<file path="src/rtl/matrix_pkg.sv">
// Shared definitions for the LED matrix column scanner: controller state
// encoding, default timing constants and the timer load helper.
package matrix_pkg;

    typedef enum logic [2:0] {
        IDLE,
        LOAD_ROW,
        WAIT_ROW,
        BLANK,
        SELECT,
        WAIT_COL,
        LATCH,
        DWELL
    } scan_state_t;

    localparam int DEFAULT_NUM_COLUMNS  = 8;
    localparam int DEFAULT_BLANK_CYCLES = 4;
    localparam int DEFAULT_DWELL_CYCLES = 1024;
    localparam int TIMER_WIDTH          = 16;

    // The timer reports done once it has counted down to zero, so a phase
    // lasting N clocks is loaded with N-1 on entry.
    function automatic logic [TIMER_WIDTH-1:0] timer_load(input int cycles);
        return TIMER_WIDTH'(cycles - 1);
    endfunction

endpackage

</file>
<file path="src/rtl/matrix_scan_controller_if.sv">
// Signal bundle between the scan controller and its row-data shifter and
// column selector. The controller is the master side.
interface matrix_scan_controller_if #(
    parameter int NUM_COLUMNS = 8
);

    localparam int COL_W = $clog2(NUM_COLUMNS);

    logic             enable;
    logic             frame_pending;
    logic             col_ready;
    logic             col_select_first;
    logic             col_select_next;
    logic             row_tx_start;
    logic             row_tx_finish;
    logic             row_stcp;
    logic [COL_W-1:0] column_index;
    logic             frame_swap;
    logic             busy;

    modport master (
        input  enable,
        input  frame_pending,
        input  col_ready,
        input  row_tx_finish,
        output col_select_first,
        output col_select_next,
        output row_tx_start,
        output row_stcp,
        output column_index,
        output frame_swap,
        output busy
    );

    modport slave (
        output enable,
        output frame_pending,
        output col_ready,
        output row_tx_finish,
        input  col_select_first,
        input  col_select_next,
        input  row_tx_start,
        input  row_stcp,
        input  column_index,
        input  frame_swap,
        input  busy
    );

endinterface

</file>
<file path="src/rtl/matrix_scan_controller_scan_timer.sv">
// Loadable 16-bit down-counter timing the blanking and dwell phases.
// done is high whenever the count has reached zero.
module scan_timer
    import matrix_pkg::*;
(
    input  logic                   clk,
    input  logic                   rst_n,
    input  logic                   load,
    input  logic [TIMER_WIDTH-1:0] load_value,
    output logic                   done
);

    logic [TIMER_WIDTH-1:0] count;

    // Reload on request, otherwise count down and park at zero.
    always_ff @(posedge clk or negedge rst_n) begin
        if (!rst_n) begin
            count <= '0;
        end else if (load) begin
            count <= load_value;
        end else if (count != '0) begin
            count <= count - 1'b1;
        end
    end

    assign done = (count == '0);

endmodule

</file>
<file path="src/rtl/matrix_scan_controller.sv">
// Column-multiplexed LED matrix scan controller. For each column it loads
// the row data, blanks, selects the column, latches the row register and
// dwells, then moves on; at frame end it optionally requests a buffer swap.
// Every output comes straight from a flop, computed from the next state.
module matrix_scan_controller
    import matrix_pkg::*;
#(
    parameter int NUM_COLUMNS  = DEFAULT_NUM_COLUMNS,
    parameter int BLANK_CYCLES = DEFAULT_BLANK_CYCLES,
    parameter int DWELL_CYCLES = DEFAULT_DWELL_CYCLES
) (
    input  logic                     clk,
    input  logic                     rst_n,
    matrix_scan_controller_if.master bus
);

    localparam int                     COL_W      = $clog2(NUM_COLUMNS);
    localparam logic [COL_W-1:0]       LAST_COL   = COL_W'(NUM_COLUMNS - 1);
    localparam logic [TIMER_WIDTH-1:0] BLANK_LOAD = timer_load(BLANK_CYCLES);
    localparam logic [TIMER_WIDTH-1:0] DWELL_LOAD = timer_load(DWELL_CYCLES);

    scan_state_t            state;
    scan_state_t            state_next;
    logic [COL_W-1:0]       column_index;
    logic [COL_W-1:0]       col_next;
    logic                   swap_next;
    logic                   timer_load_en;
    logic [TIMER_WIDTH-1:0] timer_load_value;
    logic                   timer_done;

    logic                   sel_first_q;
    logic                   sel_next_q;
    logic                   row_tx_start_q;
    logic                   row_stcp_q;
    logic                   frame_swap_q;
    logic                   busy_q;

    scan_timer u_timer (
        .clk        (clk),
        .rst_n      (rst_n),
        .load       (timer_load_en),
        .load_value (timer_load_value),
        .done       (timer_done)
    );

    // Next-state, next column and frame-swap decision.
    always_comb begin
        state_next = state;
        col_next   = column_index;
        swap_next  = 1'b0;
        unique case (state)
            IDLE: begin
                if (bus.enable && bus.col_ready) begin
                    state_next = LOAD_ROW;
                    col_next   = '0;
                end
            end
            LOAD_ROW: begin
                if (!bus.row_tx_finish) begin
                    state_next = WAIT_ROW;
                end
            end
            WAIT_ROW: begin
                if (bus.row_tx_finish) begin
                    state_next = BLANK;
                end
            end
            BLANK: begin
                if (timer_done) begin
                    state_next = SELECT;
                end
            end
            SELECT: begin
                if (!bus.col_ready) begin
                    state_next = WAIT_COL;
                end
            end
            WAIT_COL: begin
                if (bus.col_ready) begin
                    state_next = LATCH;
                end
            end
            LATCH: begin
                state_next = DWELL;
            end
            DWELL: begin
                if (timer_done) begin
                    if (column_index != LAST_COL) begin
                        col_next   = column_index + 1'b1;
                        state_next = LOAD_ROW;
                    end else begin
                        col_next   = '0;
                        swap_next  = bus.frame_pending;
                        state_next = bus.enable ? LOAD_ROW : IDLE;
                    end
                end
            end
            default: begin
                state_next = IDLE;
            end
        endcase
    end

    // Reload the shared timer on entry to the blanking or dwell phase.
    always_comb begin
        timer_load_en    = 1'b0;
        timer_load_value = '0;
        if (state_next == BLANK && state != BLANK) begin
            timer_load_en    = 1'b1;
            timer_load_value = BLANK_LOAD;
        end else if (state_next == DWELL && state != DWELL) begin
            timer_load_en    = 1'b1;
            timer_load_value = DWELL_LOAD;
        end
    end

    // State, column and output registers; outputs track the state being entered.
    always_ff @(posedge clk or negedge rst_n) begin
        if (!rst_n) begin
            state          <= IDLE;
            column_index   <= '0;
            sel_first_q    <= 1'b0;
            sel_next_q     <= 1'b0;
            row_tx_start_q <= 1'b0;
            row_stcp_q     <= 1'b0;
            frame_swap_q   <= 1'b0;
            busy_q         <= 1'b0;
        end else begin
            state          <= state_next;
            column_index   <= col_next;
            sel_first_q    <= (state_next == SELECT) && (col_next == '0);
            sel_next_q     <= (state_next == SELECT) && (col_next != '0);
            row_tx_start_q <= (state_next == LOAD_ROW);
            row_stcp_q     <= (state_next == LATCH);
            frame_swap_q   <= swap_next;
            busy_q         <= (state_next != IDLE);
        end
    end

    assign bus.col_select_first = sel_first_q;
    assign bus.col_select_next  = sel_next_q;
    assign bus.row_tx_start     = row_tx_start_q;
    assign bus.row_stcp         = row_stcp_q;
    assign bus.column_index     = column_index;
    assign bus.frame_swap       = frame_swap_q;
    assign bus.busy             = busy_q;

endmodule

</file>
<file path="src/flat_wrapper.sv">
// flat-port wrapper written by rule: the top's interface ports become plain ports
module matrix_scan_controller_flat import matrix_pkg::*;
#(
    parameter int NUM_COLUMNS  = DEFAULT_NUM_COLUMNS,
    parameter int BLANK_CYCLES = DEFAULT_BLANK_CYCLES,
    parameter int DWELL_CYCLES = DEFAULT_DWELL_CYCLES
)
  (clk, rst_n, bus_enable, bus_frame_pending, bus_col_ready, bus_row_tx_finish, bus_col_select_first, bus_col_select_next, bus_row_tx_start, bus_row_stcp, bus_column_index, bus_frame_swap, bus_busy);
  matrix_scan_controller_if #(.NUM_COLUMNS(NUM_COLUMNS)) bus_i ();
  input  logic clk;
  input  logic rst_n;
  input wire logic [$bits(bus_i.enable)-1:0] bus_enable;
  input wire logic [$bits(bus_i.frame_pending)-1:0] bus_frame_pending;
  input wire logic [$bits(bus_i.col_ready)-1:0] bus_col_ready;
  input wire logic [$bits(bus_i.row_tx_finish)-1:0] bus_row_tx_finish;
  output wire logic [$bits(bus_i.col_select_first)-1:0] bus_col_select_first;
  output wire logic [$bits(bus_i.col_select_next)-1:0] bus_col_select_next;
  output wire logic [$bits(bus_i.row_tx_start)-1:0] bus_row_tx_start;
  output wire logic [$bits(bus_i.row_stcp)-1:0] bus_row_stcp;
  output wire logic [$bits(bus_i.column_index)-1:0] bus_column_index;
  output wire logic [$bits(bus_i.frame_swap)-1:0] bus_frame_swap;
  output wire logic [$bits(bus_i.busy)-1:0] bus_busy;
  assign bus_i.enable = bus_enable;
  assign bus_i.frame_pending = bus_frame_pending;
  assign bus_i.col_ready = bus_col_ready;
  assign bus_i.row_tx_finish = bus_row_tx_finish;
  assign bus_col_select_first = bus_i.col_select_first;
  assign bus_col_select_next = bus_i.col_select_next;
  assign bus_row_tx_start = bus_i.row_tx_start;
  assign bus_row_stcp = bus_i.row_stcp;
  assign bus_column_index = bus_i.column_index;
  assign bus_frame_swap = bus_i.frame_swap;
  assign bus_busy = bus_i.busy;
  matrix_scan_controller #(.NUM_COLUMNS(NUM_COLUMNS), .BLANK_CYCLES(BLANK_CYCLES), .DWELL_CYCLES(DWELL_CYCLES)) u_core (.clk(clk), .rst_n(rst_n), .bus(bus_i));
endmodule
</file>
<file path="config.mk">
export PLATFORM = sky130hd
export DESIGN_NAME = matrix_scan_controller_flat
export DESIGN_NICKNAME = d
export VERILOG_FILES = /design/src/rtl/matrix_pkg.sv /design/src/rtl/matrix_scan_controller_if.sv /design/src/rtl/matrix_scan_controller_scan_timer.sv /design/src/rtl/matrix_scan_controller.sv /design/src/flat_wrapper.sv
export SDC_FILE = /design/constraint.sdc
export NUM_CORES = 1
export LEC_CHECK = 0
export ABC_AREA = 1
export CAP_MARGIN = 10
export CORE_MARGIN = 3
export CORE_UTILIZATION = 51
export DETAILED_ROUTE_END_ITERATION = 8
export PLACE_DENSITY = 0.79
export SLEW_MARGIN = 20
export SYNTH_ARGS = -nofsm -noshare
export SYNTH_HDL_FRONTEND = slang
export SYNTH_SLANG_ARGS = --single-unit
</file>
<file path="constraint.sdc">
create_clock -name clk -period 1.67 [get_ports clk]
set_clock_uncertainty 0.1 [all_clocks]
set_input_delay 0.334 -clock clk [delete_from_list [all_inputs] [get_ports clk]]
set_output_delay 0.334 -clock clk [all_outputs]
set_load 0.02 [all_outputs]
</file>
# After elaboration in Yosys (flattened, before gate mapping)
# Index checks and enable logic that the tools add are counted.
[classes]
bitwise = 0
n_eq_ne = 15
n_lt_le_gt_ge = 0
n_mul = 0
shift = 0
mux = 23
n_div = 0
add_sub_neg = 2
reduce_logical = 12
[op_table]
columns = ["op", "count"]
rows = [
  ["16-bit 2-to-1 mux", 3],
  ["3-bit 2-to-1 mux", 11],
  ["3-bit one-hot mux with 8 select lines", 1],
  ["3-bit equality test, second input constant", 7],
  ["16-bit zero test", 1],
  ["16-bit nonzero test", 1],
  ["16-bit by 1-bit subtractor with 16-bit output, second input constant", 1],
  ["10-bit 2-to-1 mux", 1],
  ["3-bit by 2-bit equality test with 1-bit output, second input constant", 3],
  ["3-bit by 1-bit equality test with 1-bit output, second input constant", 2],
  ["3-bit zero test", 2],
  ["1-bit 2-to-1 mux", 6],
  ["3-bit != test, second input constant", 2],
  ["3-bit one-hot mux with 2 select lines", 1],
  ["3-bit nonzero test", 2],
  ["1-bit logical AND", 5],
  ["3-bit by 1-bit adder with 3-bit output, second input constant", 1],
  ["3-bit by 2-bit != test with 1-bit output, second input constant", 1],
  ["2-bit nonzero test", 1],
]
[word_totals]
out_inout_bits = 9
inputBits = 6
ff_bits = 28
n_memories = 0
ram_bits = 0
latchBits = 0
wordCells = 61
rom_bits = 0

# Depth between registers and ports, before layout
# Gate-level depths: netlist of run 1.
[depth]
word_depth = 9
mapped_depth = 12
depth_no_buf = 12

# By module
# From an unflattened synthesis of run 1, not the netlist that was laid out.
[hier_totals]
hier_cells = 251
area_unflattened_um2 = 1854.3
[by_module_without_submodules]
columns = ["module", "seq_area_each_um2", "instances", "area_each_um2", "cells_each"]
rows = [
  ["scan_timer", 400.4, 1, 1184.9, 167],
  ["matrix_scan_controller", 300.3, 1, 669.4, 84],
]

# Worst setup path before layout of run 1
# No wires, ideal clock.
[synth_timing]
path_type = "register to register"
from = "register u_core.u_timer.count[0]"
to = "register u_core.u_timer.count[15]"
setup_ps = 119
period_less_slack_ps = 1707
stages_incl_launch_ff = 9
t_arrival_ps = 1488
required_time_ps = 1451
n_path_buf = 0
setup_slack_ps = -37
cell_sequence = "dfrtp_1 > inv_1 > ha_1 > nand2_4 > nor2_4 > nor3b_4 > nand2_4 > a21oi_1 > nor2_1"
[synth_between]
elab_chain_cells = 8
word_cells_on_any_way = 15
classes_between = "add/sub (1); eq/ne (2); mux (7); reduce/logical (5)"
[synth_lines]
columns = ["item", "line_no", "source"]
rows = [
  ["from (decl)", "matrix_scan_controller_scan_timer.sv:13", "logic [TIMER_WIDTH-1:0] count;"],
  ["from (signal assigned)", "matrix_scan_controller_scan_timer.sv:20", "count <= load_value;"],
  ["from (signal assigned)", "matrix_scan_controller_scan_timer.sv:22", "count <= count - 1'b1;"],
  ["16-bit zero test", "matrix_scan_controller_scan_timer.sv:26", "assign done = (count == '0);"],
  ["3-bit 2-to-1 mux, on equally long branches", "matrix_scan_controller.sv:87, matrix_scan_controller.sv:69", ""],
  ["3-bit one-hot mux with 8 select lines", "matrix_scan_controller.sv:51", "unique case (state)"],
  ["3-bit equality test", "matrix_scan_controller.sv:111", "end else if (state_next == DWELL && state != DWELL) begin"],
  ["1-bit logical AND", "matrix_scan_controller.sv:111", ""],
  ["1-bit 2-to-1 mux", "matrix_scan_controller.sv:111", ""],
  ["1-bit 2-to-1 mux", "matrix_scan_controller.sv:108", "if (state_next == BLANK && state != BLANK) begin"],
  ["16-bit 2-to-1 mux / 2-bit nonzero test (equally long branches)", "--", ""],
]
# Parallel ways exist; a longest one is shown, timed or not. The select of a mux whose other input is x is not followed.
# A chain may end at the register's enable or synchronous reset.

# Worst setup path after layout of run 1
[layout_timing]
from = "register u_core.u_timer.count[1]"
to = "register u_core.busy_q (netlist: u_core.bus.busy)"
[layout_between]
elab_chain_cells = 4
word_cells_on_any_way = 5
classes_between = "mux (3); reduce/logical (2)"
[layout_lines]
columns = ["item", "line_no", "source"]
rows = [
  ["16-bit zero test (*)", "matrix_scan_controller_scan_timer.sv:26", ""],
  ["3-bit 2-to-1 mux, on equally long branches", "matrix_scan_controller.sv:87, matrix_scan_controller.sv:69", ""],
  ["3-bit one-hot mux with 8 select lines (*)", "matrix_scan_controller.sv:51", ""],
  ["via u_core.state_next[0]", "matrix_scan_controller.sv:23", "scan_state_t state_next;"],
  ["3-bit nonzero test (*)", "matrix_scan_controller.sv:136", "busy_q <= (state_next != IDLE);"],
  ["to (signal assigned)", "matrix_scan_controller.sv:136", ""],
  ["to (decl)", "matrix_scan_controller.sv:36", "logic busy_q;"],
]
# Mark *: on every way through the listed nets, which the timed path passes. The rest lies on a longest branch.

==> impl_metrics.py, run 1 <==
metrics = {
    "clocking": {
        "h-tree-depth": 1,
        "cts_tree": "done",
        "insertion_delay_ps": 330,
        "cts_hold_buf": 0,
        "clockBufferDepth": 2,
        "cts_buffers": 3,
        "cts.clk_slew.worst_paths_ps": 150,
        "cts_root_buffer": "clkbuf_4",
        "clkSinkCount": 28,
    },
    "finish": {
        "fin_cells": 309,
        "diodes": 0,
        "num-fill-cells": 242,
        "seqCellArea_um2": 704,
        "multi_input_comb_area_um2": 938,
        "area_delta_synth_final_pct": 38.2,
        "drive_gt1_share_pct": 36.2,
        "design_area_mm2": 0.00229,
        "nNetsFinal": 276,
    },
    "sta": {
        "finalHoldViolations": 0,
        "rsz0062_at_grt": "true",
        "fin_crit_ps": 1720,
        "fmax_ghz": 0.581,
        "finalSetupViolCount": 5,
        "fin_ws_ps": -50.0,
        "slew_viol_final": 0,
        "tightest_slew_ps": 354,
        "slew_headroom_pct": 76.4,
        "finalCritPeriodShare_pct": 103,
    },
    "placement": {
        "place_congestion": 0.818,
        "port_buffers": 14,
        "placed_cells": 300,
        "dp_hpwl_mm": 2.72,
        "postPlaceCellArea_mm2": 0.00213,
    },
    "synthesis": {
        "synth_edf_count": 0,
        "synth_most_common_cell": "nand2_1",
        "netlist_instances": 209,
        "syn_area_per_cell_um2": 7.93,
        "async_flop_share_pct": 100,
        "yosysUniqueCellTypes": 26,
        "ys_seq_elements": 28,
        "syn-num-nets": 218,
        "ys_warn_count": 0,
        "netlist.area_leader.share_pct": 42.3,
        "yosysSeqAreaShare_pct": 42.3,
        "netlist_top_cells_count": "41 x nand2_1, 30 x inv_1, 28 x dfrtp_1",
        "netlist_area_mm2": 0.00166,
        "synthFlopType": "dfrtp_1",
        "synth_area_leader_cell": "dfrtp_1",
        "ys_top_cells_by_area": "dfrtp_1 42%, nand2_1 9.3%, inv_1 6.8%",
    },
    "flow_run": {
        "maxCapViolCount": 0,
    },
    "drt": {
        "via_per_inst": 4.85,
        "drc": 0,
        "ant_nets": 0,
        "wirelength_mm": 3.74,
        "dr_total_vias": 1500,
        "drt_first_pass_iters": 4,
        "first_iter_violations": 68,
        "wire_per_inst_um": 12.1,
    },
    "global_routing": {
        "grt_pass1_wl_mm": 6.53,
        "grtUsageTotal_pct": 20.3,
        "grt_max_degree": 29,
        "grt.overflow.total": 0,
        "antenna_found_initial": 0,
        "grt_pass1_vias": 1541,
    },
    "worst_setup_path": {
        "critical_path_buf_inv_count": 1,
        "path_cells": "inv_2, ha_4, nand2_4, nor2_4, nand2_4, nand2_4, nand2_4, nand2_4, nand3_4, nor2_1, nand2_1",
        "cp.required_ps": 1800,
        "path_max_fanout": 7,
        "reg2reg_depth": 11,
        "crit_top_cell": "nand2_4",
        "r2r_slack_ps": -50,
        "critPathLaunch": "u_core.u_timer.count[1]$_DFFE_PN0P_",
        "slowest_delay_ps": 420,
        "timing.rr.start": "u_core.u_timer.count[1]$_DFFE_PN0P_",
        "cpMaxStageDelayCell": "dfrtp_1",
        "cp_top_family": "simple AND/OR/NAND/NOR gates",
        "path_class": "reg2reg",
        "r2r_end": "u_core.bus.busy$_DFF_PN0_",
        "start_kind": "register",
        "end_kind": "register",
        "arrival_ps": 1850,
    },
    "status": {
        "status": "finished with violations",
        "violations": "setup timing",
    },
    "floorplan": {
        "rows": 20,
        "start_util_pct": 53.8,
        "io_pins": 15,
        "core_mm2": 0.00308,
        "dieArea_mm2": 0.00397,
        "dieHeight_um": 63.0,
        "die_w_um": 63.0,
    },
    "power": {
        "power.leakage_uw": 0.00110,
        "powerDensity_mw_per_mm2": 431,
        "ir_worst_vdd_v": 0.000360,
        "fin_total_pwr_uw": 987,
    },
    "hold_path": {
        "hold_path.class": "in2async",
    },
}
worst max path at each step:
stage                                       endpoint  slack, ps  cells after the start
6_report                   u_core.bus.busy$_DFF_PN0_        -50                     11
5_1_grt        u_core.bus.col_select_first$_DFF_PN0_       -140                     10
4_1_cts         u_core.u_timer.count[15]$_DFFE_PN0P_          6                     10
3_5_place_dp    u_core.u_timer.count[15]$_DFFE_PN0P_        -90                      6
3_3_place_gp     u_core.u_timer.count[1]$_DFFE_PN0P_        -50                      7
2_1_floorplan   u_core.u_timer.count[15]$_DFFE_PN0P_         10                      8
metrics by stage:
stage	hold WS, ps	util, %	TNS, ps	worst slack (ps)
after floorplan	-61.6	-	0	13.4
after global placement	468	69.1	-239	-51.1
after detailed placement	477	69.1	-640	-93.3
after CTS	264	69.8	0	5.55
after global routing	264	74.4	-921	-143
final	256	74.4	-118	-50.0
area by class of cell:
type | count | area share (%)
clock buffer | 3 | 0.984
inverter | 31 | 5.30
multi-input combinational | 149 | 41.0
sequential | 28 | 30.8
tap | 44 | 2.40
timing repair buffer | 54 | 19.6
registers in the layout (all words and copies together) (netlist names):
| signal | count |
|---|---|
| u_core.bus.frame_swap | 1 |
| u_core.bus.row_stcp | 1 |
| u_core.bus.col_select_first | 1 |
| u_core.bus.column_index | 3 |
| u_core.bus.busy | 1 |
| u_core.bus.col_select_next | 1 |
| u_core.state | 3 |
| u_core.u_timer.count | 16 |
| u_core.bus.row_tx_start | 1 |
where the power goes:
group	leakage [uW]	total, uW	internal (uW)	switching (uW)
sequential	0.000306	678	678	0
combinational	0.000779	30.0	12.4	17.6
clock	0.0000138	279	84.8	194
kinds of logic (layout without fill, tap and decap cells):
kind of cell / Yosys count / in the layout / share of synthesized area, %
flops: 28 / 28 / 42.3
simple gates: 116 / 116 / 36.6
compound gates: 23 / 23 / 7.48
fa+ha+maj: 3 / 3 / 2.27
xor+xnor: 7 / 7 / 3.70
buf+inv: 32 / 88 / 7.63
worst register-to-register path, cell delays in order, from the launching register on:
cell and delay (ps):
dfrtp_1 420, inv_2 100, ha_4 150, nand2_4 70, nor2_4 210, nand2_4 110
nand2_4 100, nand2_4 60, nand2_4 60, nand3_4 80, nor2_1 110, nand2_1 50
placed cells by master (no fill, tap or decap), types with 6 or more instances in the layout:
cell	Yosys	routed
dlygate4sd2_1	0	7
nand2_1	41	36
nor3_1	7	7
nand2_2	6	9
a21oi_1	12	11
nand3_1	15	12
nor2_2	6	7
inv_1	30	26
dfrtp_1	28	25
nand2_4	4	6
nor2_4	5	10
nor2_1	22	16
buf_4	0	38
metal layers:
metal	track usage [%]	up-vias	part of all wire (%)
met5	0	-	0
met2	34.9	18	53
met4	7.16	0	1.3
met3	2.16	6	2.0
li1	-	780	-
met1	26.4	696	44
repair_timing:
item                       4_1_cts  5_1_grt
pin swaps                        1       15
setup endpoints to repair       15       14
gates resized for setup         15       31
setup buffers                    0        6
No activity file was read; power rests on OpenSTA's default activity.
==> inputs of run 2 (changes only) <==
--- a/config.mk
+++ b/config.mk
@@ -15,3 +15,4 @@
 export SYNTH_ARGS = -nofsm -noshare
 export SYNTH_HDL_FRONTEND = slang
 export SYNTH_SLANG_ARGS = --single-unit
+export TNS_END_PERCENT = 5
==> run 2 against run 1 <==
Compared with the run above: the run still ends with setup timing left; via count shrank 2.3%; worst hold slack gained 4.2 ps; global-route usage is the same; power shrank 1.0%; cell count shrank 1.3%; die area is the same; sequential power is essentially flat; sequential share of layout area grew 1.0 points; largest cell class unchanged; largest power group unchanged.
==> impl_metrics.py, run 2 (synthesis gave the netlist of run 1 again) <==
metrics = {
    "floorplan": {
        "core_mm2": 0.00308,
        "io_pins": 15,
        "rows": 20,
        "start_util_pct": 53.8,
        "dieHeight_um": 63.0,
        "die_w_um": 63.0,
        "dieArea_mm2": 0.00397,
    },
    "finish": {
        "layout_common_cells": "38 x nand2_1, 35 x buf_4, 27 x inv_1",
        "drive_gt1_share_pct": 32.6,
        "fin_cells": 305,
        "area_delta_synth_final_pct": 33.5,
        "top_register": "u_core.u_timer.count",
        "nNetsFinal": 272,
        "diodes": 0,
        "mostFrequentLayoutCell": "nand2_1",
        "largest_register_ffs": 16,
        "reg_top3": "u_core.u_timer.count: 16 flops, u_core.bus.column_index: 3 flops, u_core.state: 3 flops",
        "design_area_mm2": 0.00221,
    },
    "sta": {
        "slew_headroom_pct": 76.8,
        "rsz0062_at_grt": "true",
        "slew_viol_final": 0,
        "finalSetupViolCount": 4,
        "finalHoldViolations": 0,
        "tightest_slew_ps": 347,
        "fmax_ghz": 0.588,
        "fin_ws_ps": -31.3,
        "fin_crit_ps": 1700,
        "finalCritPeriodShare_pct": 102,
    },
    "clocking": {
        "cts.clk_slew.worst_paths_ps": 140,
        "cts_tree": "done",
        "clkSinkCount": 28,
        "cts_root_buffer": "clkbuf_4",
        "insertion_delay_ps": 320,
        "cts_hold_buf": 0,
        "h-tree-depth": 1,
        "clockBufferDepth": 2,
        "cts_buffers": 3,
    },
    "global_routing": {
        "grt_pass1_wl_mm": 6.53,
        "grt_max_degree": 29,
        "grt.overflow.total": 0,
        "grtUsageTotal_pct": 20.3,
        "grt_pass1_vias": 1541,
        "antenna_found_initial": 0,
    },
    "drt": {
        "first_iter_violations": 47,
        "dr_total_vias": 1466,
        "via_per_inst": 4.81,
        "ant_nets": 0,
        "wirelength_mm": 3.60,
        "wire_per_inst_um": 11.8,
        "drt_first_pass_iters": 4,
        "drc": 0,
    },
    "worst_setup_path": {
        "path_cells": "inv_2, ha_4, nand2_4, nor2_4, nand2_4, nand2_4, nand2_2, nand2_2, nand3_4, nor2_1, nand2_1",
        "r2r_end": "u_core.bus.busy$_DFF_PN0_",
        "reg2reg_depth": 11,
        "cp.required_ps": 1790,
        "critical_path_buf_inv_count": 1,
        "start_kind": "register",
        "cp.depth": 11,
        "critPathLaunch": "u_core.u_timer.count[1]$_DFFE_PN0P_",
        "path_max_fanout": 7,
        "end_kind": "register",
        "cp_top_family": "simple AND/OR/NAND/NOR gates",
        "timing.rr.start": "u_core.u_timer.count[1]$_DFFE_PN0P_",
        "crit_top_cell": "nand2_4",
        "slowest_delay_ps": 420,
        "critical_path.endpoint": "u_core.bus.busy$_DFF_PN0_",
        "path_class": "reg2reg",
        "r2r_slack_ps": -30,
        "arrival_ps": 1820,
        "cpMaxStageDelayCell": "dfrtp_1",
    },
    "hold_path": {
        "hold_path.class": "in2async",
    },
    "status": {
        "status": "finished with violations",
        "violations": "setup timing",
    },
    "placement": {
        "dp_hpwl_mm": 2.72,
        "postPlaceCellArea_mm2": 0.00213,
        "placed_cells": 300,
        "port_buffers": 14,
        "place_congestion": 0.818,
        "post-place-ws_ps": -93.3,
    },
    "power": {
        "powerDensity_mw_per_mm2": 442,
        "ir_worst_vdd_v": 0.000419,
        "power.leakage_uw": 0.00107,
    },
    "flow_run": {
        "maxCapViolCount": 0,
    },
}
[run 2: cell types whose count changed in the layout (fill, tap and decap cells not counted), moves of 2 or more]
cell and delta:
nand2_4 -2, o21ai_0 +2, nor2_4 -3, nor2_2 +3
nand2_1 +2, buf_4 -3
[run 2: repair_timing]
item                       4_1_cts  5_1_grt
setup buffers                    0        2
pin swaps                        1        9
resized for setup               15       16
setup endpoints to repair       15       14
[run 2: layout make-up]
type / count / area [um^2]
multi-input cells: 149 / 896
fillers: 263 / 866
flip-flops and latches: 28 / 703
repair buffers: 50 / 414
inverters: 31 / 121
well taps: 44 / 55.1
clock buffers: 3 / 22.5
[run 2: report_power, final]
group,internal (uW),switching (uW)
logic,12.4,17.4
registers,678,0
clock network,84.6,184
[run 2: stage by stage]
step / hold slack, ps / setup TNS, ps / total power [uW] / util, %
2_1_floorplan: -61.6 / 0 / 692 / -
3_3_place_gp: 468 / -239 / 721 / 69.1
3_5_place_dp: 477 / -640 / 721 / 69.1
4_1_cts: 264 / 0 / 988 / 69.8
5_1_grt: 263 / -1040 / 1020 / 71.9
6_report: 260 / -82.9 / 977 / 71.9
[run 2: per-layer routing]
layer	global-route usage, %	part of all wire [%]	up-vias
li1	-	-	769
met1	26.4	44	671
met2	34.9	52	18
met3	2.16	2.1	8
met4	7.16	2.1	0
met5	0	0	-
[run 2: worst reg2reg max path, stage by stage, from the launching register on]
cell     delay, ps
dfrtp_1        420
inv_2          100
ha_4           150
nand2_4         80
nor2_4         210
nand2_4        110
nand2_4         90
nand2_2         60
nand2_2         80
nand3_4         80
nor2_1          90
nand2_1         50
[run 2: worst min path at each step]
stage,start,end,slack (ps),depth (start not counted)
2_1_floorplan,rst_n,u_core.bus.busy$_DFF_PN0_,-60,0
5_1_grt,rst_n,u_core.u_timer.count[10]$_DFFE_PN0P_,260,2
3_3_place_gp,u_core.u_timer.count[14]$_DFFE_PN0P_,u_core.u_timer.count[14]$_DFFE_PN0P_,470,3
4_1_cts,rst_n,u_core.u_timer.count[11]$_DFFE_PN0P_,260,2
6_report,rst_n,u_core.u_timer.count[10]$_DFFE_PN0P_,260,2
3_5_place_dp,u_core.u_timer.count[14]$_DFFE_PN0P_,u_core.u_timer.count[14]$_DFFE_PN0P_,480,3
==> RTL change (settings of run 1) <==
Re-encode `scan_state_t` (8 states) as Gray code, 3 bits wide.
--- a/src/rtl/matrix_pkg.sv
+++ b/src/rtl/matrix_pkg.sv
@@ -5,10 +5,10 @@
     typedef enum logic [2:0] {
-        IDLE,
-        LOAD_ROW,
-        WAIT_ROW,
-        BLANK,
-        SELECT,
-        WAIT_COL,
-        LATCH,
-        DWELL
+        IDLE     = 3'b000,
+        LOAD_ROW = 3'b001,
+        WAIT_ROW = 3'b011,
+        BLANK    = 3'b010,
+        SELECT   = 3'b110,
+        WAIT_COL = 3'b111,
+        LATCH    = 3'b101,
+        DWELL    = 3'b100
     } scan_state_t;
Check against the original RTL: no difference found for any inputs over 10 cycles, from zero or initial values and one cycle with rst_n low; not proved beyond that.
==> RTL change against run 1 <==
- routed wire length increased by 17%
- cell area decreased by 1.6%
- setup slack got worse by 0.11 ns
- final cell count down 5.8%
- via count increased by 1.4%
- synthesized area shrank 1.6%
- the flow still finishes with violations (setup timing)
- critical path depth grew 1
- sequential share of layout area rose by 0.44 points
- sequential cell count unchanged
Power is left out: it rests on default switching activity, and per cell area and clock period it moved more than threefold.
==> RTL change: results <==
group,metric,value,unit
timing,worst_slack,-0.164,ns
logic_synthesis,syn-num-nets,206,
logic_synthesis,ys_seq_area_frac,0.430,
placement,gp_congestion,0.916,
cells_and_area,nNetsFinal,259,
cts,clkLatencyLatePin,0.34,ns
logic_synthesis,ys_warn_count,0,
cts,clockBufferDepth,2,
cts,htree_levels,1,
placement,portBuffers,14,
grt,grt_max_degree,29,
cells_and_area,diodes,0,
outcome,violations,"setup timing",
outcome,outcome,"finished with violations",
timing,setup_viol,18,
logic_synthesis,async_flop_share,1.00,
placement,place_hpwl,2870,µm
logic_synthesis,synth.area.top_cells,"dfrtp_1 43%, nand2_1 9.0%, nor2_1 6.4%",
worst_setup_path,critPathMaxStageDelay,0.46,ns
timing,relSlewSlack,0.689,
placement,place_ws,-0.193,ns
logic_synthesis,synth_common_cells,"39 x nand2_1, 28 x dfrtp_1, 28 x nor2_1",
grt,grt_usage,0.230,
grt,grt_pass1_wl,7090,µm
worst_setup_path,arrival,2.02,ns
logic_synthesis,ys_types,30,
grt,antenna_found_initial,0,
worst_hold_path,hold_class,"input pin to async pin",
placement,placed_area,2040,µm²
cts,cts_made_buffers,3,
timing,fin_tns_setup,-1.40,ns
cts,root_buffer,"clkbuf_4",
logic_synthesis,yosys_most_used_dff,"dfrtp_1",
worst_setup_path,cp_max_fo,5,
detailed_routing,drcViolationCount,0,
detailed_routing,vias,1521,
detailed_routing,wl_per_cell,15.1,µm
worst_setup_path,crit_slowest_cell,"dfrtp_2",
detailed_routing,first_pass_iters,5,
cells_and_area,largestRegisters,"u_core.u_timer.count: 16 flops, u_core.bus.column_index: 3 flops, u_core.state: 3 flops",
cts,path_clk_slew,0.16,ns
grt,grt_pass1_vias,1576,
detailed_routing,drt_iter0_markers,85,
cells_and_area,final_layout_size_suffix_gt1_frac,0.386,
-- RTL change: cell count changes after synthesis, moves of 4 or more --
cell	change
a21oi_1	-11
nor2_4	-4
inv_2	+4
nor2_1	+6
inv_1	-8
xor2_1	+4
-- RTL change: stage by stage --
step / util / instances / hold WS, ns
3_5_place_dp: 0.703 / 276 / 0.437
4_1_cts: 0.754 / 290 / 0.262
2_1_floorplan: - / 197 / -0.0616
5_1_grt: 0.777 / 291 / 0.261
3_3_place_gp: 0.703 / 276 / 0.434
6_report: 0.777 / 291 / 0.248
-- RTL change: area by class of cell --
| class | count | area (µm²) |
|---|---|---|
| multi-input combinational | 142 | 951 |
| sequential | 28 | 703 |
| fill | 196 | 647 |
| timing repair buffer | 48 | 380 |
| inverter | 27 | 114 |
| tap | 42 | 52.6 |
| clock inverter | 1 | 30.0 |
| clock buffer | 3 | 22.5 |
-- RTL change: per-layer routing --
metal	track usage	share of wire
met1	0.261	0.38
met2	0.411	0.54
met3	0.0468	0.055
met4	0.107	0.024
met5	0	0
-- RTL change: critical path, delay by kind of cell, from the launching register on --
kind	cells	cell delay, ns
DFF	1	0.46
buffers and inverters	2	0.19
and+or+nand+nor	8	0.69
adders and majority gates	2	0.33
-- RTL change: what timing repair did --
| action | 4_1_cts | 5_1_grt |
|---|---|---|
| endpoints found under the setup margin | 25 | 24 |
| pin swaps | 14 | 11 |
| gates cloned | 1 | 0 |
| hold buffers | 0 | 0 |
| setup buffers | 9 | 1 |
| resized for setup | 23 | 22 |
-- RTL change: logic make-up after synthesis --
group           after synthesis  share of synthesized area
simple gates                116                      0.375
buf+inv                      28                     0.0683
flops                        28                      0.430
xor+xnor                     12                     0.0645
compound gates               10                     0.0399
fa+ha+maj                     3                     0.0230
-- RTL change: worst paths after layout --
| check | endpoint | startpoint | cells past startpoint | slack, ns |
|---|---|---|---|---|
| min in group clk | u_core.bus.frame_swap | bus_frame_pending | 3 | 0.40 |
| worst min-delay path | u_core.u_timer.count[11] | rst_n | 2 | 0.25 |
| worst min register to register | u_core.u_timer.count[14] | u_core.u_timer.count[14] | 2 | 0.49 |
| max in group asynchronous | u_core.bus.column_index[0] | rst_n | 2 | 0.93 |
| worst max-delay path | u_core.u_timer.count[8] | u_core.bus.column_index[1] | 12 | -0.16 |
| worst max register to register | u_core.u_timer.count[8] | u_core.bus.column_index[1] | 12 | -0.16 |
